[config.mk]
export PLATFORM = sky130hd
export DESIGN_NAME = instr_fetch_queue
export DESIGN_NICKNAME = d
export VERILOG_FILES = /design/src/rtl/fetch_pkg.sv /design/src/rtl/fetch_fifo.sv /design/src/rtl/instr_fetch_queue.sv
export SDC_FILE = /design/constraint.sdc
export NUM_CORES = 1
export LEC_CHECK = 0
export BUFFER_PORTS_ARGS = -buffer_cell sky130_fd_sc_hd__buf_2
export CORE_ASPECT_RATIO = 0.8
export CORE_MARGIN = 2
export CORE_UTILIZATION = 35
export CTS_CLUSTER_DIAMETER = 40
export DETAILED_ROUTE_END_ITERATION = 8
export GPL_ROUTABILITY_DRIVEN = 1
export PLACE_DENSITY = 0.56
export SYNTH_ARGS = -nofsm -noshare
export SYNTH_HDL_FRONTEND = slang
export SYNTH_SLANG_ARGS = --single-unit
[constraint.sdc]
create_clock -name clk -period 4.6 [get_ports clk]
set_input_delay 0.23 -clock clk [delete_from_list [all_inputs] [get_ports clk]]
set_output_delay 0.23 -clock clk [all_outputs]
set_load 0.05 [all_outputs]
[src/rtl/fetch_pkg.sv]
// rtl/fetch_pkg.sv - shared types and constants for the instruction fetch front end
package fetch_pkg;

    localparam int unsigned FETCH_XLEN = 32;

    // Canonical RISC-V NOP (addi x0, x0, 0); the core inserts it as a bubble.
    localparam logic [FETCH_XLEN-1:0] NOP_INSTR = 32'h0000_0013;

    localparam logic [FETCH_XLEN-1:0] DEFAULT_RESET_PC = 32'h0000_0000;

    typedef struct packed {
        logic [FETCH_XLEN-1:0] pc;
        logic [FETCH_XLEN-1:0] instr;
    } fetch_entry_t;

endpackage

[src/rtl/fetch_fifo.sv]
// rtl/fetch_fifo.sv - synchronous DEPTH-entry FIFO with flush and combinational head
//
// Ports:
//   clk, rst_n  : clock, asynchronous active-low reset
//   i_push      : write i_data (ignored when full unless popping in the same cycle)
//   i_pop       : advance head (ignored when empty)
//   i_flush     : drop every entry; wins over push and pop
//   o_head      : current head entry, meaningful only when o_count != 0
//   o_count     : number of stored entries, 0..DEPTH
module fetch_fifo
    import fetch_pkg::*;
#(
    parameter type         T     = fetch_entry_t,
    parameter int unsigned DEPTH = 4
) (
    input  logic                   clk,
    input  logic                   rst_n,
    input  logic                   i_push,
    input  T                       i_data,
    input  logic                   i_pop,
    input  logic                   i_flush,
    output T                       o_head,
    output logic [$clog2(DEPTH):0] o_count
);

    localparam int unsigned PW = $clog2(DEPTH);

    T              r_mem [DEPTH];
    logic [PW-1:0] r_wr_ptr;
    logic [PW-1:0] r_rd_ptr;
    logic [PW:0]   r_count;
    logic          w_do_push;
    logic          w_do_pop;

    assign w_do_pop  = i_pop && (r_count != '0);
    assign w_do_push = i_push && ((r_count != (PW+1)'(DEPTH)) || w_do_pop);

    // Pointers wrap naturally because DEPTH is a power of two.
    always_ff @(posedge clk or negedge rst_n) begin
        if (!rst_n) begin
            r_wr_ptr <= '0;
            r_rd_ptr <= '0;
            r_count  <= '0;
        end else if (i_flush) begin
            r_wr_ptr <= '0;
            r_rd_ptr <= '0;
            r_count  <= '0;
        end else begin
            if (w_do_push) begin
                r_wr_ptr <= r_wr_ptr + 1'b1;
            end
            if (w_do_pop) begin
                r_rd_ptr <= r_rd_ptr + 1'b1;
            end
            r_count <= r_count + {{PW{1'b0}}, w_do_push} - {{PW{1'b0}}, w_do_pop};
        end
    end

    // Storage needs no reset: the count gates every read of it.
    always_ff @(posedge clk) begin
        if (w_do_push) begin
            r_mem[r_wr_ptr] <= i_data;
        end
    end

    assign o_head  = r_mem[r_rd_ptr];
    assign o_count = r_count;

endmodule

[src/rtl/instr_fetch_queue.sv]
// rtl/instr_fetch_queue.sv - sequential instruction prefetcher with redirect flush
//
// Ports:
//   clk, rst_n                          : clock, asynchronous active-low reset
//   imem_req/imem_addr/imem_gnt         : fetch request channel, accepted on req && gnt
//   imem_rvalid/imem_rdata              : in-order fetch responses
//   Instr/InstrPC/InstrValid/InstrReady : decode handshake, Instr/InstrPC are 0 when idle
//   Redirect/RedirectPC                 : flush everything and restart at RedirectPC
module instr_fetch_queue
    import fetch_pkg::*;
#(
    parameter int unsigned           DATA_WIDTH = FETCH_XLEN,
    parameter int unsigned           ADDR_WIDTH = FETCH_XLEN,
    parameter int unsigned           DEPTH      = 4,
    parameter logic [ADDR_WIDTH-1:0] RESET_PC   = DEFAULT_RESET_PC
) (
    input  logic                  clk,
    input  logic                  rst_n,
    output logic                  imem_req,
    output logic [ADDR_WIDTH-1:0] imem_addr,
    input  logic                  imem_gnt,
    input  logic                  imem_rvalid,
    input  logic [DATA_WIDTH-1:0] imem_rdata,
    output logic [DATA_WIDTH-1:0] Instr,
    output logic [ADDR_WIDTH-1:0] InstrPC,
    output logic                  InstrValid,
    input  logic                  InstrReady,
    input  logic                  Redirect,
    input  logic [ADDR_WIDTH-1:0] RedirectPC
);

    localparam int unsigned CW = $clog2(DEPTH) + 1;

    logic [ADDR_WIDTH-1:0] r_fetch_pc;
    logic [CW-1:0]         r_drop;
    logic [CW-1:0]         w_data_count;
    logic [CW-1:0]         w_pcq_count;
    logic [CW-1:0]         w_outstanding;
    logic [CW:0]           w_credit_used;
    logic [ADDR_WIDTH-1:0] w_pcq_head;
    fetch_entry_t          w_push_entry;
    fetch_entry_t          w_head;
    logic                  w_accept;
    logic                  w_rsp;
    logic                  w_keep_rsp;
    logic                  w_pop;
    logic [1:0]            w_unused_redirect_lsbs;

    assign w_unused_redirect_lsbs = RedirectPC[1:0];

    // Every in-flight request is either still tracked in pc_q (live) or
    // counted in r_drop (stale), so the in-flight total is their sum.
    assign w_outstanding = w_pcq_count + r_drop;
    assign w_credit_used = {1'b0, w_data_count} + {1'b0, w_outstanding};

    // Reserving a FIFO slot for every in-flight request means a response
    // can always be accepted. rst_n gates req so it reads 0 during reset.
    assign imem_req  = rst_n && !Redirect && (w_credit_used < (CW+1)'(DEPTH));
    assign imem_addr = r_fetch_pc;
    assign w_accept  = imem_req && imem_gnt;

    // A response with nothing in flight is spurious and ignored.
    assign w_rsp      = imem_rvalid && (w_outstanding != '0);
    assign w_keep_rsp = w_rsp && (r_drop == '0) && !Redirect;

    assign InstrValid = (w_data_count != '0);
    assign w_pop      = InstrValid && InstrReady && !Redirect;

    assign w_push_entry = '{pc: w_pcq_head, instr: imem_rdata};
    assign Instr        = InstrValid ? w_head.instr : '0;
    assign InstrPC      = InstrValid ? w_head.pc : '0;

    fetch_fifo #(
        .T     (logic [ADDR_WIDTH-1:0]),
        .DEPTH (DEPTH)
    ) u_pc_q (
        .clk     (clk),
        .rst_n   (rst_n),
        .i_push  (w_accept),
        .i_data  (r_fetch_pc),
        .i_pop   (w_keep_rsp),
        .i_flush (Redirect),
        .o_head  (w_pcq_head),
        .o_count (w_pcq_count)
    );

    fetch_fifo #(
        .T     (fetch_entry_t),
        .DEPTH (DEPTH)
    ) u_data_q (
        .clk     (clk),
        .rst_n   (rst_n),
        .i_push  (w_keep_rsp),
        .i_data  (w_push_entry),
        .i_pop   (w_pop),
        .i_flush (Redirect),
        .o_head  (w_head),
        .o_count (w_data_count)
    );

    always_ff @(posedge clk or negedge rst_n) begin
        if (!rst_n) begin
            r_fetch_pc <= RESET_PC;
            r_drop     <= '0;
        end else if (Redirect) begin
            // pc_q is flushed, so everything still in flight after this
            // cycle's response becomes stale.
            r_fetch_pc <= {RedirectPC[ADDR_WIDTH-1:2], 2'b00};
            r_drop     <= w_outstanding - CW'(w_rsp);
        end else begin
            if (w_accept) begin
                r_fetch_pc <= r_fetch_pc + ADDR_WIDTH'(4);
            end
            if (w_rsp && (r_drop != '0)) begin
                r_drop <= r_drop - 1'b1;
            end
        end
    end

    a_no_spurious_rvalid: assert property (
        @(posedge clk) disable iff (!rst_n) !(imem_rvalid && (w_outstanding == '0))
    );

endmodule

==> flow_summary.toml <==
[grt]
grt_max_degree = 65
grt_pass1_vias = 9152
grtUsageTotal_pct = 14.8
grt_pass1_wl_mm = 56.1
gr-total-overflow = 0
grt_antenna_before_repair = 1

[sta]
relSlewSlack_pct = 43.3
setup_violations = 0
worst_slack_ns = 0.547
tightest_slew_ns = 0.851
skew_ns = 0.0103
post-route-period-util_pct = 88.1
rsz0062_at_grt = "false"
hold_viol = 0
fin_setup_tns_ns = 0
whs_ns = 0.0803
period_needed_ns = 4.05
drv_slew = 0
fmax_mhz = 247

[clock_network]
clkSinkCount = 415
cts_tree = "built"
cts.clk_slew.worst_paths_ns = 0.06
cts_resized = 0
clockRootBuffer = "clkbuf_16"
ctsLongestPathBuffers = 3
insertion_delay_ns = 0.56
cts_made_buffers = 52
htreeDepth = 2

[power_and_ir_drop]
power.leakage_nw = 7.32
irDropWorstVdd_v = 0.000297
powerDensity_mw_per_mm2 = 555

[placed_design]
place.gp.congestion = 0.764
port_buffers = 161
hpwlAfterDp_mm = 22.9
dp.cells = 1650
placed_cell_area_sq_mm = 0.0184
pre_cts_ws_ns = 0.556

[synthesis]
yosysSeqAreaShare_pct = 73.0
netlist_area_sq_mm = 0.0167
synth-seq-cells = 415
synth_cell_types = 57
syn_avg_cell_area_sq_um = 18.8
synthCells = 891
ys.flop_type = "edfxtp_1"
yosysWarnings = 0
synth_edf_count = 368
async_reset_ff_share_pct = 11.3

[route]
routed_wl_mm = 36.9
dr_total_vias = 9033
ant_nets = 0
drcViolationCount = 0
wl_per_cell_microns = 20.3
vias_per_cell = 4.98
first_iter_violations = 526
dr.pass1.iters = 5

[floorplanning]
die_y_microns = 200
initial_core_util_pct = 35.6
die_x_microns = 249
dieArea_sq_mm = 0.0496
rows = 71
core-area_sq_mm = 0.0471
boundaryPins = 168

[job]
drv_cap = 0

[setup_path]
crit_path_end_kind = "flip-flop"
worstSetupPathType = "flip-flop to flip-flop"
critPathArrivalTime_ns = 4.48
cp_data_required_time_ns = 5.02
start_kind = "flip-flop"
critPathMaxFanout = 8
reg2reg_depth = 12

[finish]
mostFrequentLayoutCells = "edfxtp_1 (368), buf_2 (161), mux4_2 (92)"
fin_area_sq_mm = 0.0208
syn_to_final_growth_pct = 24.5
fin_nets = 1240
instances_no_fill = 1813
drive_above_1_share_pct = 32.0
final_common_cell = "edfxtp_1"

[hold_path]
min_path_cells = 4
hold_path.class = "input port to flip-flop"

[status]
status = "completed"
==> timing repair <==
| item | 4_1_cts | 5_1_grt |
|---|---|---|
| endpoints found under the hold margin | 205 | 0 |
| setup buffers | 0 | 0 |
| hold buffers | 63 | 0 |
==> layout make-up <==
class                           instances  area [sq um]
Multi-Input combinational cell        409          4240
Clock buffer                           62          1360
Inverter                               22          82.6
Timing Repair Buffer                  247          1730
Sequential cell                       415         12200
Fill cell                            4107         26200
Tap cell                              620           776
Antenna cell                            2          5.00
Clock inverter                         36           399
==> cell usage after synthesis (2+ instances only) <==
cell | instances | area share (%)
edfxtp_1 | 368 | 66
mux4_2 | 92 | 12
and2_1 | 73 | 2.7
dfrtp_1 | 47 | 7.0
nand2_1 | 42 | 0.94
clkbuf_1 | 29 | 0.65
inv_1 | 22 | 0.49
nand3_1 | 22 | 0.66
nor2_1 | 21 | 0.47
ha_1 | 20 | 1.5
o21ai_0 | 15 | 0.45
and3_1 | 9 | 0.34
buf_1 | 9 | 0.20
nand4_1 | 8 | 0.30
xnor2_1 | 8 | 0.42
xor2_1 | 8 | 0.42
nor3_1 | 7 | 0.21
o211ai_1 | 6 | 0.27
o311ai_1 | 6 | 0.31
a221o_1 | 5 | 0.30
buf_2 | 5 | 0.15
mux2i_1 | 5 | 0.30
o21ai_1 | 5 | 0.15
or3_1 | 5 | 0.19
a31oi_1 | 4 | 0.15
buf_4 | 4 | 0.18
fa_1 | 3 | 0.36
nor4_1 | 3 | 0.11
or4_1 | 3 | 0.13
a21o_1 | 2 | 0.090
a21oi_1 | 2 | 0.060
a41oi_1 | 2 | 0.10
and4_1 | 2 | 0.10
mux2_2 | 2 | 0.13
nor2b_1 | 2 | 0.075
o311ai_0 | 2 | 0.10
o31ai_1 | 2 | 0.090
or4b_4 | 2 | 0.16
==> cells by family (layout without fill, tap and decap cells) <==
logic type / count (synthesis) / after routing / synth area share (%)
flops: 415 / 415 / 73.0
xor+xnor: 17 / 17 / 0.972
other cells: 1 / 6 / 0.0224
mux: 100 / 100 / 12.9
compound gates: 59 / 59 / 2.60
buf+inv: 70 / 367 / 1.74
simple gates: 206 / 206 / 6.88
fa+ha+maj: 23 / 23 / 1.85
==> worst max-delay path, stage by stage (launching register included) <==
cell and delay, ns:
dfrtp_1 0.43, inv_1 0.13, fa_1 0.44, xnor3_1 0.41, ha_1 0.28, or4b_4 0.54, or4b_4 0.52, a41oi_4 0.30
ha_1 0.21, inv_1 0.06, fa_1 0.38, xnor2_1 0.16, nor2_1 0.05
==> worst paths after layout <==
check | startpoint | to | slack, ns
worst min-delay path | InstrReady | u_data_q.r_rd_ptr[0]$_DFFE_PN0P_ | 0.08
worst max-delay path | u_pc_q.o_count[1]$_DFF_PN0_ | u_pc_q.o_count[2]$_DFF_PN0_ | 0.55
min in group asynchronous | rst_n | r_drop[2]$_DFFE_PN0P_ | 0.33
worst max register to register | u_pc_q.o_count[1]$_DFF_PN0_ | u_pc_q.o_count[2]$_DFF_PN0_ | 0.55
worst min register to register | u_data_q.r_wr_ptr[0]$_DFFE_PN0P_ | u_data_q.r_wr_ptr[0]$_DFFE_PN0P_ | 0.55
max in group asynchronous | rst_n | u_data_q.r_rd_ptr[0]$_DFFE_PN0P_ | 3.79
==> layer usage <==
| metal | vias to the layer above | GRT usage, % | share of wire, % |
|---|---|---|---|
| met3 | 54 | 2.80 | 5.1 |
| li1 | 4082 | - | - |
| met2 | 290 | 23.4 | 47 |
| met4 | 0 | 3.97 | 1.9 |
| met1 | 4607 | 21.2 | 46 |
| met5 | - | 0 | 0 |
==> power by group <==
group          internal (mW)  total, mW  switching [mW]  leakage (nW)
combinational          0.930       2.92            1.99          2.57
clock                   2.44       4.06            1.62         0.843
sequential              4.32       4.58           0.258          3.91
==> sequential cells by signal (all words and copies together), names as in the netlist <==
| signal | cells |
|---|---|
| r_drop | 3 |
| imem_addr | 30 |
| u_data_q.o_count | 3 |
| u_pc_q.o_count | 3 |
| u_data_q.r_rd_ptr | 2 |
| u_pc_q.r_wr_ptr | 2 |
| u_pc_q.r_rd_ptr | 2 |
| u_data_q.r_wr_ptr | 2 |
| u_pc_q.r_mem | 120 |
| u_data_q.r_mem | 248 |
==> stage by stage <==
stage | util, % | total power [mW]
after floorplan | - | 6.75
final | 44.2 | 11.6
after global placement | 39.2 | 7.59
after global routing | 44.2 | 12.1
after detailed placement | 39.2 | 7.61
after CTS | 44.2 | 11.8
(Power assumes the default switching activity.)
